--- src/rtl/set_job_arbiter.sv ---
// rtl/set_job_arbiter.sv - round-robin job arbiter sharing one SET candidate-counting engine
module set_job_arbiter #(
    parameter int N_REQ   = 4,
    parameter int TIMEOUT = 80
) (
    input  logic                 clk,
    input  logic                 rst,
    input  logic [N_REQ-1:0]     req_valid,
    output logic [N_REQ-1:0]     req_ready,
    input  logic [24*N_REQ-1:0]  req_central,
    input  logic [12*N_REQ-1:0]  req_radius,
    input  logic [2*N_REQ-1:0]   req_mode,
    output logic                 eng_en,
    output logic [23:0]          eng_central,
    output logic [11:0]          eng_radius,
    output logic [1:0]           eng_mode,
    input  logic                 eng_busy,
    input  logic                 eng_valid,
    input  logic [7:0]           eng_candidate,
    output logic                 rsp_valid,
    input  logic                 rsp_ready,
    output logic [2:0]           rsp_id,
    output logic [7:0]           rsp_candidate,
    output logic                 rsp_err
);

    localparam int CW = $clog2(TIMEOUT) + 1;

    typedef enum logic [1:0] {
        S_IDLE  = 2'd0,
        S_ISSUE = 2'd1,
        S_WAIT  = 2'd2,
        S_RESP  = 2'd3
    } state_t;

    state_t          r_state;
    state_t          w_next;
    logic [2:0]      r_rr;
    logic [CW-1:0]   r_tcnt;
    logic [23:0]     r_central;
    logic [11:0]     r_radius;
    logic [1:0]      r_mode;
    logic [2:0]      r_id;
    logic [7:0]      r_cand;
    logic            r_err;

    logic            w_gnt_any;
    logic [2:0]      w_gnt_idx;
    logic            w_hi_found;
    logic [2:0]      w_hi_idx;
    logic [2:0]      w_lo_idx;
    logic [23:0]     w_sel_central;
    logic [11:0]     w_sel_radius;
    logic [1:0]      w_sel_mode;
    logic            w_tmo;
    logic            w_unused;

    // Completion is signalled by eng_valid alone; busy is deliberately not consulted.
    assign w_unused = eng_busy;

    assign w_tmo = (r_tcnt == CW'(TIMEOUT - 1));

    // Round-robin search: lowest valid index at or above the pointer, else lowest valid overall.
    always_comb begin
        w_gnt_any  = 1'b0;
        w_hi_found = 1'b0;
        w_hi_idx   = 3'd0;
        w_lo_idx   = 3'd0;
        for (int k = N_REQ - 1; k >= 0; k--) begin
            if (req_valid[k]) begin
                w_gnt_any = 1'b1;
                w_lo_idx  = 3'(k);
                if (3'(k) >= r_rr) begin
                    w_hi_found = 1'b1;
                    w_hi_idx   = 3'(k);
                end
            end
        end
        w_gnt_idx = w_hi_found ? w_hi_idx : w_lo_idx;
    end

    // Mux out the granted requester's job fields.
    always_comb begin
        w_sel_central = 24'd0;
        w_sel_radius  = 12'd0;
        w_sel_mode    = 2'd0;
        for (int k = 0; k < N_REQ; k++) begin
            if (w_gnt_idx == 3'(k)) begin
                w_sel_central = req_central[24*k +: 24];
                w_sel_radius  = req_radius[12*k +: 12];
                w_sel_mode    = req_mode[2*k +: 2];
            end
        end
    end

    // State register.
    always_ff @(posedge clk or posedge rst) begin
        if (rst) begin
            r_state <= S_IDLE;
        end else begin
            r_state <= w_next;
        end
    end

    // Next-state and state-decoded outputs.
    always_comb begin
        w_next    = r_state;
        req_ready = '0;
        eng_en    = 1'b0;
        rsp_valid = 1'b0;
        case (r_state)
            S_IDLE: begin
                if (w_gnt_any) begin
                    for (int k = 0; k < N_REQ; k++) begin
                        req_ready[k] = (w_gnt_idx == 3'(k));
                    end
                    w_next = S_ISSUE;
                end
            end
            S_ISSUE: begin
                eng_en = 1'b1;
                w_next = S_WAIT;
            end
            S_WAIT: begin
                if (eng_valid || w_tmo) begin
                    w_next = S_RESP;
                end
            end
            S_RESP: begin
                rsp_valid = 1'b1;
                if (rsp_ready) begin
                    w_next = S_IDLE;
                end
            end
            default: w_next = S_IDLE;
        endcase
    end

    // Job latch, rr pointer, timeout counter and response capture.
    always_ff @(posedge clk or posedge rst) begin
        if (rst) begin
            r_rr      <= 3'd0;
            r_tcnt    <= '0;
            r_central <= 24'd0;
            r_radius  <= 12'd0;
            r_mode    <= 2'd0;
            r_id      <= 3'd0;
            r_cand    <= 8'd0;
            r_err     <= 1'b0;
        end else begin
            case (r_state)
                S_IDLE: begin
                    if (w_gnt_any) begin
                        r_central <= w_sel_central;
                        r_radius  <= w_sel_radius;
                        r_mode    <= w_sel_mode;
                        r_id      <= w_gnt_idx;
                        r_rr      <= (w_gnt_idx == 3'(N_REQ - 1)) ? 3'd0 : w_gnt_idx + 3'd1;
                    end
                end
                S_ISSUE: begin
                    r_tcnt <= '0;
                end
                S_WAIT: begin
                    r_tcnt <= r_tcnt + 1'b1;
                    // A result arriving on the expiry cycle still counts as success.
                    if (eng_valid) begin
                        r_cand <= eng_candidate;
                        r_err  <= 1'b0;
                    end else if (w_tmo) begin
                        r_cand <= 8'd0;
                        r_err  <= 1'b1;
                    end
                end
                default: ;
            endcase
        end
    end

    assign eng_central   = r_central;
    assign eng_radius    = r_radius;
    assign eng_mode      = r_mode;
    assign rsp_id        = r_id;
    assign rsp_candidate = r_cand;
    assign rsp_err       = r_err;

endmodule

--- config.mk ---
export PLATFORM = sky130hd
export DESIGN_NAME = set_job_arbiter
export DESIGN_NICKNAME = d
export VERILOG_FILES = /design/src/rtl/set_job_arbiter.sv
export SDC_FILE = /design/constraint.sdc
export NUM_CORES = 1
export LEC_CHECK = 0
export ABC_CLOCK_PERIOD_IN_PS = 2110
export BUFFER_PORTS_ARGS = -buffer_cell sky130_fd_sc_hd__clkbuf_2
export CAP_MARGIN = 5
export CORE_UTILIZATION = 40
export DETAILED_ROUTE_END_ITERATION = 12
export PLACE_DENSITY = 0.77
export SYNTH_ARGS = -nofsm -noshare
export SYNTH_HDL_FRONTEND = slang
export SYNTH_SLANG_ARGS = --single-unit
--- constraint.sdc ---
create_clock -name clk -period 2.11 [get_ports clk]
set_input_delay 0.1055 -clock clk [delete_from_list [all_inputs] [get_ports clk]]
set_output_delay 0.1055 -clock clk [all_outputs]
set_load 0.005 [all_outputs]
==> results.yml, run 1 <==
pwr:
  ir_drop_v: 0.000955
  p_sw_share_pct: 42.3
  pwr-share-comb_pct: 60.3
  p_switching_uw: 3230
  seqPwrFrac_pct: 26.9
  p_per_area_nw_per_um2: 1320
  p_int_uw: 4400
  clkPwrFrac_pct: 12.8
  p_total_uw: 7630
  power_leakage_uw: 0.00297
synth:
  synth-edff-count: 0
  synth-seq-cells: 61
  async_reset_ff_share_pct: 100
  synth_top_area_share_pct: 39.6
  synth_area_leaders: "dfrtp_1, a21oi_1, a22oi_1"
  ys_types: 37
  avgSynthCellArea_sq_um: 7.49
  synth_warnings: 0
  mappedNetlistArea_sq_um: 3850
  syn_inst: 515
  yosysTopAreaCell: "dfrtp_1"
  synth_ff_type: "dfrtp_1"
  synth_seq_area_share_pct: 39.6
  synth_nets: 693
placed_design:
  hpwl_um: 9440
  dp_cells: 837
  port_buffers: 222
  place_ws_ns: -0.0710
  place.gp.congestion: 0.862
  placed_cell_area_sq_um: 5120
global_route:
  antenna_found_initial: 0
  grt_first_pass_wirelength_um: 20200
  grt-ovfl-total: 0
  grt_usage_pct: 25.7
  grt_max_degree: 54
  grt_pass1_vias: 4301
route:
  num_vias: 4517
  wire_per_inst_um: 15.3
  drtIter0Drc: 202
  antenna_violating_nets_post_route: 0
  viasPerCell: 5.19
  drc: 0
  wirelength_um: 13400
  drtPass1Iterations: 7
floorplanning:
  rows: 35
  start_util_pct: 41.5
  io_pins: 225
  die-area_sq_um: 10000
  core_sq_um: 9280
  die_h_um: 100
  dieWidth_um: 100
sta:
  setup_violations: 2
  relSlewSlack_pct: 59.4
  rsz0062_at_grt: "true"
  finalCritPeriodShare_pct: 101
  tightestPinTransition_ns: 0.608
  slew_violations: 0
  hold_viol: 0
  setup_ws_ns: -0.0270
  fin_skew_ns: 0.00605
  fmax_mhz: 468
  period_needed_ns: 2.14
outcome:
  status: "complete, but fails checks"
  violations: "negative setup slack"
critical_path:
  crit_chain: "a21o_1 -> a21oi_2 -> o22ai_2 -> buf_4 -> ha_4 -> buf_12 -> buf_4 -> a21oi_1 -> o21ai_1 -> a22oi_1 -> a21oi_1"
  max_stage_delay_ns: 0.40
  crit_fanout: 8
  setup.worst_path.class: "reg -> reg"
  critPathSlowestCell: "dfrtp_1"
  start_kind: "flip-flop"
  worst-r2r-setup-slack_ns: -0.03
  endpoint_kind: "flip-flop"
  arrival_ns: 2.33
  critPathRequiredTime_ns: 2.31
clocking:
  clock_latency_ns: 0.33
  cts_tree: "built"
  cts_htree_levels: 3
  path_clk_slew_ns: 0.07
  cts.sink_count: 61
  root_buffer: "clkbuf_8"
  cts-buffers-inserted: 9
  ctsLongestPathBuffers: 2
finish:
  drive_gt1_share_pct: 40.7
  antenna_cells: 0
  final_area_sq_um: 5760
  layout.cells.non_filler: 871
  final_net_count: 917
  syn_to_final_growth_pct: 49.5
min_path:
  hold_class: "in -> reg"
job:
  max_cap_violations: 0
-- flip-flops by register name, summed over array words and instances, names as in the netlist --
| register | count |
|---|---|
| eng_central | 24 |
| eng_radius | 12 |
| r_tcnt | 8 |
| rsp_candidate | 8 |
| eng_mode | 2 |
| r_rr | 2 |
| r_state | 2 |
| rsp_id | 2 |
| rsp_err | 1 |
-- critical path: cells and delay by family (launching register included) --
family | cells | cell delay (ns)
adders and majority gates | 1 | 0.20
buffers and inverters | 3 | 0.44
AOI/OAI and AO/OA | 7 | 0.96
DFF | 1 | 0.40
-- cell usage in the layout (no fill, tap or decap), types with 12 or more instances in the layout --
cell type	count
a21oi_1	100
a21oi_2	15
a22oi_1	35
buf_4	16
clkbuf_2	221
clkbuf_8	13
dfrtp_1	61
inv_1	45
nand2_1	55
nand3_1	12
nor2_1	42
o21ai_0	28
o21ai_1	23
-- cells by family after synthesis --
family	share of synthesized area, %
AOI/OAI and AO/OA	32.0
and+or+nand+nor	14.4
buffers and inverters	9.93
DFF	39.6
adders and majority gates	2.92
xor gates and xnor gates	0.454
muxes	0.552
other	0.0973
-- metal layers --
| layer | track usage (%) | wire [um] | share of wire, % |
|---|---|---|---|
| met3 | 6.34 | 1030 | 7.7 |
| met1 | 30.0 | 5230 | 39 |
| met4 | 11.7 | 401 | 3.0 |
| met2 | 44.4 | 6690 | 50 |
| met5 | 0 | 0 | 0 |
-- synthesized netlist by cell type (2+ instances only) --
cell type	n
a21oi_1	115
dfrtp_1	61
nand2_1	55
inv_1	48
o21ai_0	45
nor2_1	42
a22oi_1	35
clkbuf_1	22
buf_2	18
nand3_1	12
ha_1	9
buf_1	6
o21ai_1	6
nor2b_1	5
and2_1	4
a211o_1	3
a21o_1	3
a221oi_1	3
nand2b_1	3
nor3_1	2
o22ai_1	2
-- area by class of cell --
class	instances	area [sq um]
Clock buffer	13	179
Inverter	48	180
Timing Repair Buffer	260	1630
Fill cell	835	3520
Clock inverter	1	5.00
Sequential cell	61	1530
Multi-Input combinational cell	359	2080
Tap cell	129	161
-- power groups by stage --
stage	logic [uW]	clock network [uW]	registers [uW]
global placement	3730	0	2030
finish	4600	978	2050
detailed placement	3860	0	2060
CTS	4260	1010	2040
floorplan	2450	0	2060
global route	5140	1060	2110
-- timing repair --
item | CTS | global route
setup buffers | 5 | 5
cloned | 3 | 3
hold buffers | 5 | 0
pin swaps | 2 | 27
endpoints found under the setup margin | 40 | 41
gates resized for setup | 14 | 43
endpoints found under the hold margin | 30 | 0
-- metrics by stage --
step	hold slack [ns]	TNS, ns	utilization, %
floorplan	0.253	0	-
global placement	0.197	-0.0166	55.2
detailed placement	0.201	-0.731	55.2
CTS	0.00481	-0.000183	60.0
global route	0.00937	-1.74	62.1
finish	0.0181	-0.0439	62.1
-- final timing paths --
| path | from | end | cells after the start |
|---|---|---|---|
| worst max-delay path | r_rr[1] | eng_central[10] | 11 |
| worst min-delay path | eng_candidate[5] | rsp_candidate[5] | 3 |
| worst max register to register | r_rr[1] | eng_central[10] | 11 |
| worst min register to register | rsp_candidate[3] | rsp_candidate[3] | 2 |
| max in group asynchronous | rst | eng_mode[0] | 4 |
| min in group asynchronous | rst | rsp_candidate[5] | 3 |
(Power assumes the default switching activity.)
==> run 2: changes to the inputs <==
--- a/config.mk
+++ b/config.mk
@@ -8,9 +8,11 @@
 export ABC_CLOCK_PERIOD_IN_PS = 2110
 export BUFFER_PORTS_ARGS = -buffer_cell sky130_fd_sc_hd__clkbuf_2
 export CAP_MARGIN = 5
+export CORE_MARGIN = 8
 export CORE_UTILIZATION = 40
 export DETAILED_ROUTE_END_ITERATION = 12
 export PLACE_DENSITY = 0.77
+export SLEW_MARGIN = 20
 export SYNTH_ARGS = -nofsm -noshare
 export SYNTH_HDL_FRONTEND = slang
 export SYNTH_SLANG_ARGS = --single-unit
==> results.yml, run 2 (synthesized netlist as in run 1, its figures left out) <==
outcome:
  status: "complete, but fails checks"
  violations: "negative setup slack"
finish:
  antenna_cells: 0
  layout.cells.non_filler: 884
  final_area_sq_um: 6050
  n_fill_cell: 840
  final_util_pct: 63.4
  drive_gt1_share_pct: 45.3
  layout_commonest_cell: "clkbuf_2"
  largest_reg_flops: 24
  final_net_count: 926
  syn_to_final_growth_pct: 57.0
  layout_common_cells: "clkbuf_2, a21oi_1, dfrtp_1"
job:
  max_cap_violations: 0
sta:
  hold_viol: 0
  tightestPinTransition_ns: 0.701
  fin_skew_ns: 0.00442
  period_needed_ns: 2.15
  slew_violations: 0
  finalCritPeriodShare_pct: 102
  setup_violations: 7
  rsz0062_at_grt: "true"
  fmax_mhz: 466
  setup_ws_ns: -0.0369
  relSlewSlack_pct: 53.2
  fin_hold_ws_ns: 0.00960
clocking:
  cts_tree: "built"
  ctsLongestPathBuffers: 2
  cts-buffers-inserted: 9
  cts_htree_levels: 3
  root_buffer: "clkbuf_8"
  clock_latency_ns: 0.33
  cts.sink_count: 61
  path_clk_slew_ns: 0.07
critical_path:
  critPathSlowestCell: "dfrtp_2"
  timing.rr.start: "r_rr[1]"
  critPathRequiredTime_ns: 2.31
  max_stage_delay_ns: 0.42
  cpLargestDelayFamily: "compound AO/OA/AOI/OAI gates"
  crit_chain: "a21o_1 -> a21oi_2 -> o22ai_4 -> buf_4 -> ha_4 -> buf_12 -> buf_4 -> a21oi_2 -> o21ai_1 -> a22oi_1 -> a21oi_1"
  arrival_ns: 2.35
  endpoint_kind: "flip-flop"
  worst_r2r_path_depth: 11
  worst-r2r-setup-slack_ns: -0.04
  path_buf_inv: 3
  r2r-end: "eng_central[7]"
  crit_fanout: 6
  start_kind: "flip-flop"
  setup.worst_path.class: "reg -> reg"
floorplanning:
  start_util_pct: 40.4
  die-area_sq_um: 13000
  rows: 36
  core_sq_um: 9550
  dieWidth_um: 114
  io_pins: 225
  die_h_um: 114
global_route:
  grt_max_degree: 81
  antenna_found_initial: 0
  grt_first_pass_wirelength_um: 22400
  grt_usage_pct: 21.5
  grt_pass1_vias: 4594
  grt-ovfl-total: 0
placed_design:
  hpwl_um: 10900
  placed_cell_area_sq_um: 5180
  place.gp.congestion: 0.903
  port_buffers: 222
  dp_cells: 841
route:
  drtPass1Iterations: 6
  wire_per_inst_um: 17.8
  viasPerCell: 5.27
  antenna_violating_nets_post_route: 0
  drc: 0
  drtIter0Drc: 500
  wirelength_um: 15700
  num_vias: 4660
pwr:
  p_per_area_nw_per_um2: 1340
  p_total_uw: 8110
  ir_drop_v: 0.000788
  power_leakage_uw: 0.00307
min_path:
  hold_class: "in -> reg"
  min_to: "rsp_candidate[3]"
  min_from: "eng_candidate[3]"
  hold-path-cell-count: 3
-- run 2: layout make-up --
cell class / instances / area [sq um] / share of cell area [%]
Clock buffer: 13 / 179 / 2.96
Clock inverter: 1 / 5.00 / 0.0827
Inverter: 48 / 180 / 2.98
Multi-Input combinational cell: 359 / 2220 / 36.7
Sequential cell: 61 / 1530 / 25.2
Tap cell: 133 / 166 / 2.75
Timing Repair Buffer: 269 / 1770 / 29.3
-- run 2: power breakdown --
part	internal [uW]	leakage [uW]	switching, uW	total, uW
Clock	540	0.0000974	437	978
Combinational	2380	0.00224	2700	5090
Sequential	1720	0.000726	327	2050
Total	4650	0.00307	3470	8110
-- run 2: worst min-delay path: cells and delay by family --
kind | cells | cell delay [ns]
and+or+nand+nor | 2 | 0.11
buffers and inverters | 1 | 0.08
-- run 2: per-stage QoR --
stage	setup WS [ns]	TNS [ns]
2_1_floorplan	0.0902	0
3_3_place_gp	-0.0193	-0.0282
3_5_place_dp	-0.105	-1.33
4_1_cts	-0.0225	-0.195
5_1_grt	-0.255	-2.91
6_report	-0.0369	-0.121
-- run 2: per-layer routing --
layer,GRT usage [%],up-vias,wire length (um)
met5,0,-,0
met4,7.10,0,355
met3,8.28,39,1610
met2,37.7,233,7760
met1,23.2,2150,6000
li1,-,2238,-
-- run 2: how the worst max path moves through the flow --
| stage | startpoint | endpoint | cells after the start |
|---|---|---|---|
| after floorplan | r_rr[0] | eng_central[23] | 10 |
| after global placement | r_rr[0] | eng_radius[11] | 8 |
| after detailed placement | r_rr[0] | eng_radius[11] | 9 |
| after CTS | r_rr[0] | req_ready[3] | 9 |
| after global routing | r_rr[0] | eng_central[4] | 10 |
| final | r_rr[1] | eng_central[7] | 11 |
-- run 2: repair_timing --
item                                   CTS  global route
setup endpoints to repair               40            42
endpoints found under the hold margin   33             0
buffers inserted                         7             9
hold buffers                             4             0
pin swaps                                3            32
gates cloned                             3             6
gates resized for setup                 13            75
==> run 3: changes to the inputs <==
--- a/config.mk
+++ b/config.mk
@@ -5,13 +5,13 @@
 export SDC_FILE = /design/constraint.sdc
 export NUM_CORES = 1
 export LEC_CHECK = 0
-export ABC_CLOCK_PERIOD_IN_PS = 2110
+export ABC_CLOCK_PERIOD_IN_PS = 2500
 export BUFFER_PORTS_ARGS = -buffer_cell sky130_fd_sc_hd__clkbuf_2
 export CAP_MARGIN = 5
 export CORE_MARGIN = 8
-export CORE_UTILIZATION = 40
+export CORE_UTILIZATION = 48
 export DETAILED_ROUTE_END_ITERATION = 12
-export PLACE_DENSITY = 0.77
+export PLACE_DENSITY = 0.87
 export SLEW_MARGIN = 20
 export SYNTH_ARGS = -nofsm -noshare
 export SYNTH_HDL_FRONTEND = slang
==> constraint.sdc (replaced) <==
create_clock -name clk -period 2.5 [get_ports clk]
set_input_delay 0.125 -clock clk [delete_from_list [all_inputs] [get_ports clk]]
set_output_delay 0.125 -clock clk [all_outputs]
set_load 0.005 [all_outputs]
==> results.yml, run 3 (synthesized netlist as in run 1, its figures left out) <==
finish:
  drive_gt1_share_pct: 36.1
  final_net_count: 894
  layout_common_cells: "clkbuf_2, a21oi_1, dfrtp_1"
  layout_commonest_cell: "clkbuf_2"
  antenna_cells: 0
  ff_latch_area_sq_um: 1530
  layout.cells.non_filler: 822
  final_area_sq_um: 5270
  syn_to_final_growth_pct: 36.8
  n_fill_cell: 657
  multi_input_area_sq_um: 1990
  largest_reg_flops: 24
  final_util_pct: 67.9
outcome:
  violations: "negative hold slack"
  status: "complete, but fails checks"
route:
  viasPerCell: 5.35
  antenna_violating_nets_post_route: 0
  num_vias: 4400
  wire_per_inst_um: 16.6
  drc: 0
  drtIter0Drc: 185
  drtPass1Iterations: 5
  wirelength_um: 13600
sta:
  hold_viol: 5
  fmax_mhz: 420
  fin_skew_ns: 0.00910
  slew_violations: 0
  finalCritPeriodShare_pct: 95.3
  tightestPinTransition_ns: 0.782
  setup_violations: 0
  relSlewSlack_pct: 47.9
  period_needed_ns: 2.38
  fin_hold_ws_ns: -0.00559
critical_path:
  path_buf_inv: 3
  max_stage_delay_ns: 0.41
  cpLargestDelayFamily: "buffers and inverters"
  cp.depth: 8
  setup.worst_path.class: "reg -> out"
  worst_r2r_path_depth: 9
  crit_chain: "nand2b_1 -> a21oi_1 -> a211oi_2 -> inv_1 -> ha_1 -> buf_4 -> and2_1 -> clkbuf_2"
  start_kind: "flip-flop"
  crit_start: "r_rr[0]"
  timing.rr.start: "r_rr[0]"
  critPathRequiredTime_ns: 2.38
  crit_fanout: 19
  arrival_ns: 2.26
  endpoint_kind: "output pin"
  critPathSlowestCell: "dfrtp_1"
placed_design:
  place.gp.congestion: 0.884
  hpwl_um: 10700
  placed_cell_area_sq_um: 5070
  port_buffers: 222
  dp_cells: 807
global_route:
  antenna_found_initial: 0
  grt_first_pass_wirelength_um: 21600
  grt-ovfl-total: 0
  grt_max_degree: 62
  grt_usage_pct: 23.5
  grt_pass1_vias: 4372
floorplanning:
  rows: 32
  die-area_sq_um: 11200
  io_pins: 225
  start_util_pct: 49.6
  core_sq_um: 7770
  dieWidth_um: 106
  die_h_um: 106
clocking:
  cts_tree: "built"
  holdBufCountCts: 0
  postCtsSetupRepairBufs: 0
  root_buffer: "clkbuf_8"
  cts-buffers-inserted: 9
  ctsLongestPathBuffers: 2
  path_clk_slew_ns: 0.06
  cts_htree_levels: 3
  clock_latency_ns: 0.34
  cts.sink_count: 61
pwr:
  power_leakage_uw: 0.00277
  p_per_area_nw_per_um2: 1110
  ir_drop_v: 0.000717
min_path:
  hold_class: "in -> async"
job:
  max_cap_violations: 0
run 3: cell types whose count changed in the layout (fill, tap and decap cells not counted), sizes merged:
cell / delta
buf: -24
bufbuf: -1
clkbuf: -2
dlygate4sd3: -4
run 3: metal layers:
metal	part of all wire (%)	wire (um)	track usage, %	up-vias
li1	-	-	-	2165
met4	2.2	304	8.84	0
met5	0	0	0	-
met2	50	6750	40.2	185
met3	9.8	1330	8.71	25
met1	38	5220	26.2	2025
run 3: worst register-to-register path, stage by stage, from the launching register on:
cell and delay, ns:
dfrtp_1 0.41, nand2b_1 0.15, a21oi_1 0.08, a211oi_2 0.34, inv_1 0.18, ha_1 0.28
nor2b_1 0.18, a221oi_1 0.36, a211o_1 0.17, a21oi_1 0.07
run 3: stage by stage:
step / total power [uW] / worst slack, ns / TNS, ns
4_1_cts: 5880 / 0.0967 / 0
3_5_place_dp: 5060 / 0.130 / 0
6_report: 5870 / 0.117 / 0
5_1_grt: 6410 / -0.0293 / -0.0293
2_1_floorplan: 3810 / 0.480 / 0
3_3_place_gp: 4900 / 0.192 / 0
run 3: power breakdown:
group	internal [uW]	total (uW)	switching, uW
clock	435	805	370
combinational	1410	3350	1940
sequential	1450	1720	264
total	3300	5870	2570
run 3: final timing paths:
| path | slack, ns | to |
|---|---|---|
| max | 0.12 | req_ready[0] |
| min | -0.006 | rsp_candidate[2] |
| max reg2reg | 0.17 | eng_central[23] |
| min reg2reg | 0.48 | rsp_candidate[7] |
| max in group asynchronous | 2.00 | eng_central[18] |
| min in group clk | 0.02 | rsp_candidate[1] |
run 3: cell type report:
type / instances / share of cell area, %
Clock buffer: 14 / 3.27
Clock inverter: 1 / 0.0949
Inverter: 48 / 3.42
Multi-Input combinational cell: 359 / 37.7
Sequential cell: 61 / 29.0
Tap cell: 102 / 2.42
Timing Repair Buffer: 237 / 24.2
run 3: timing repair:
item,in CTS,in global routing
endpoints found under the hold margin,0,0
gates resized for setup,0,3
endpoints found under the setup margin,0,24
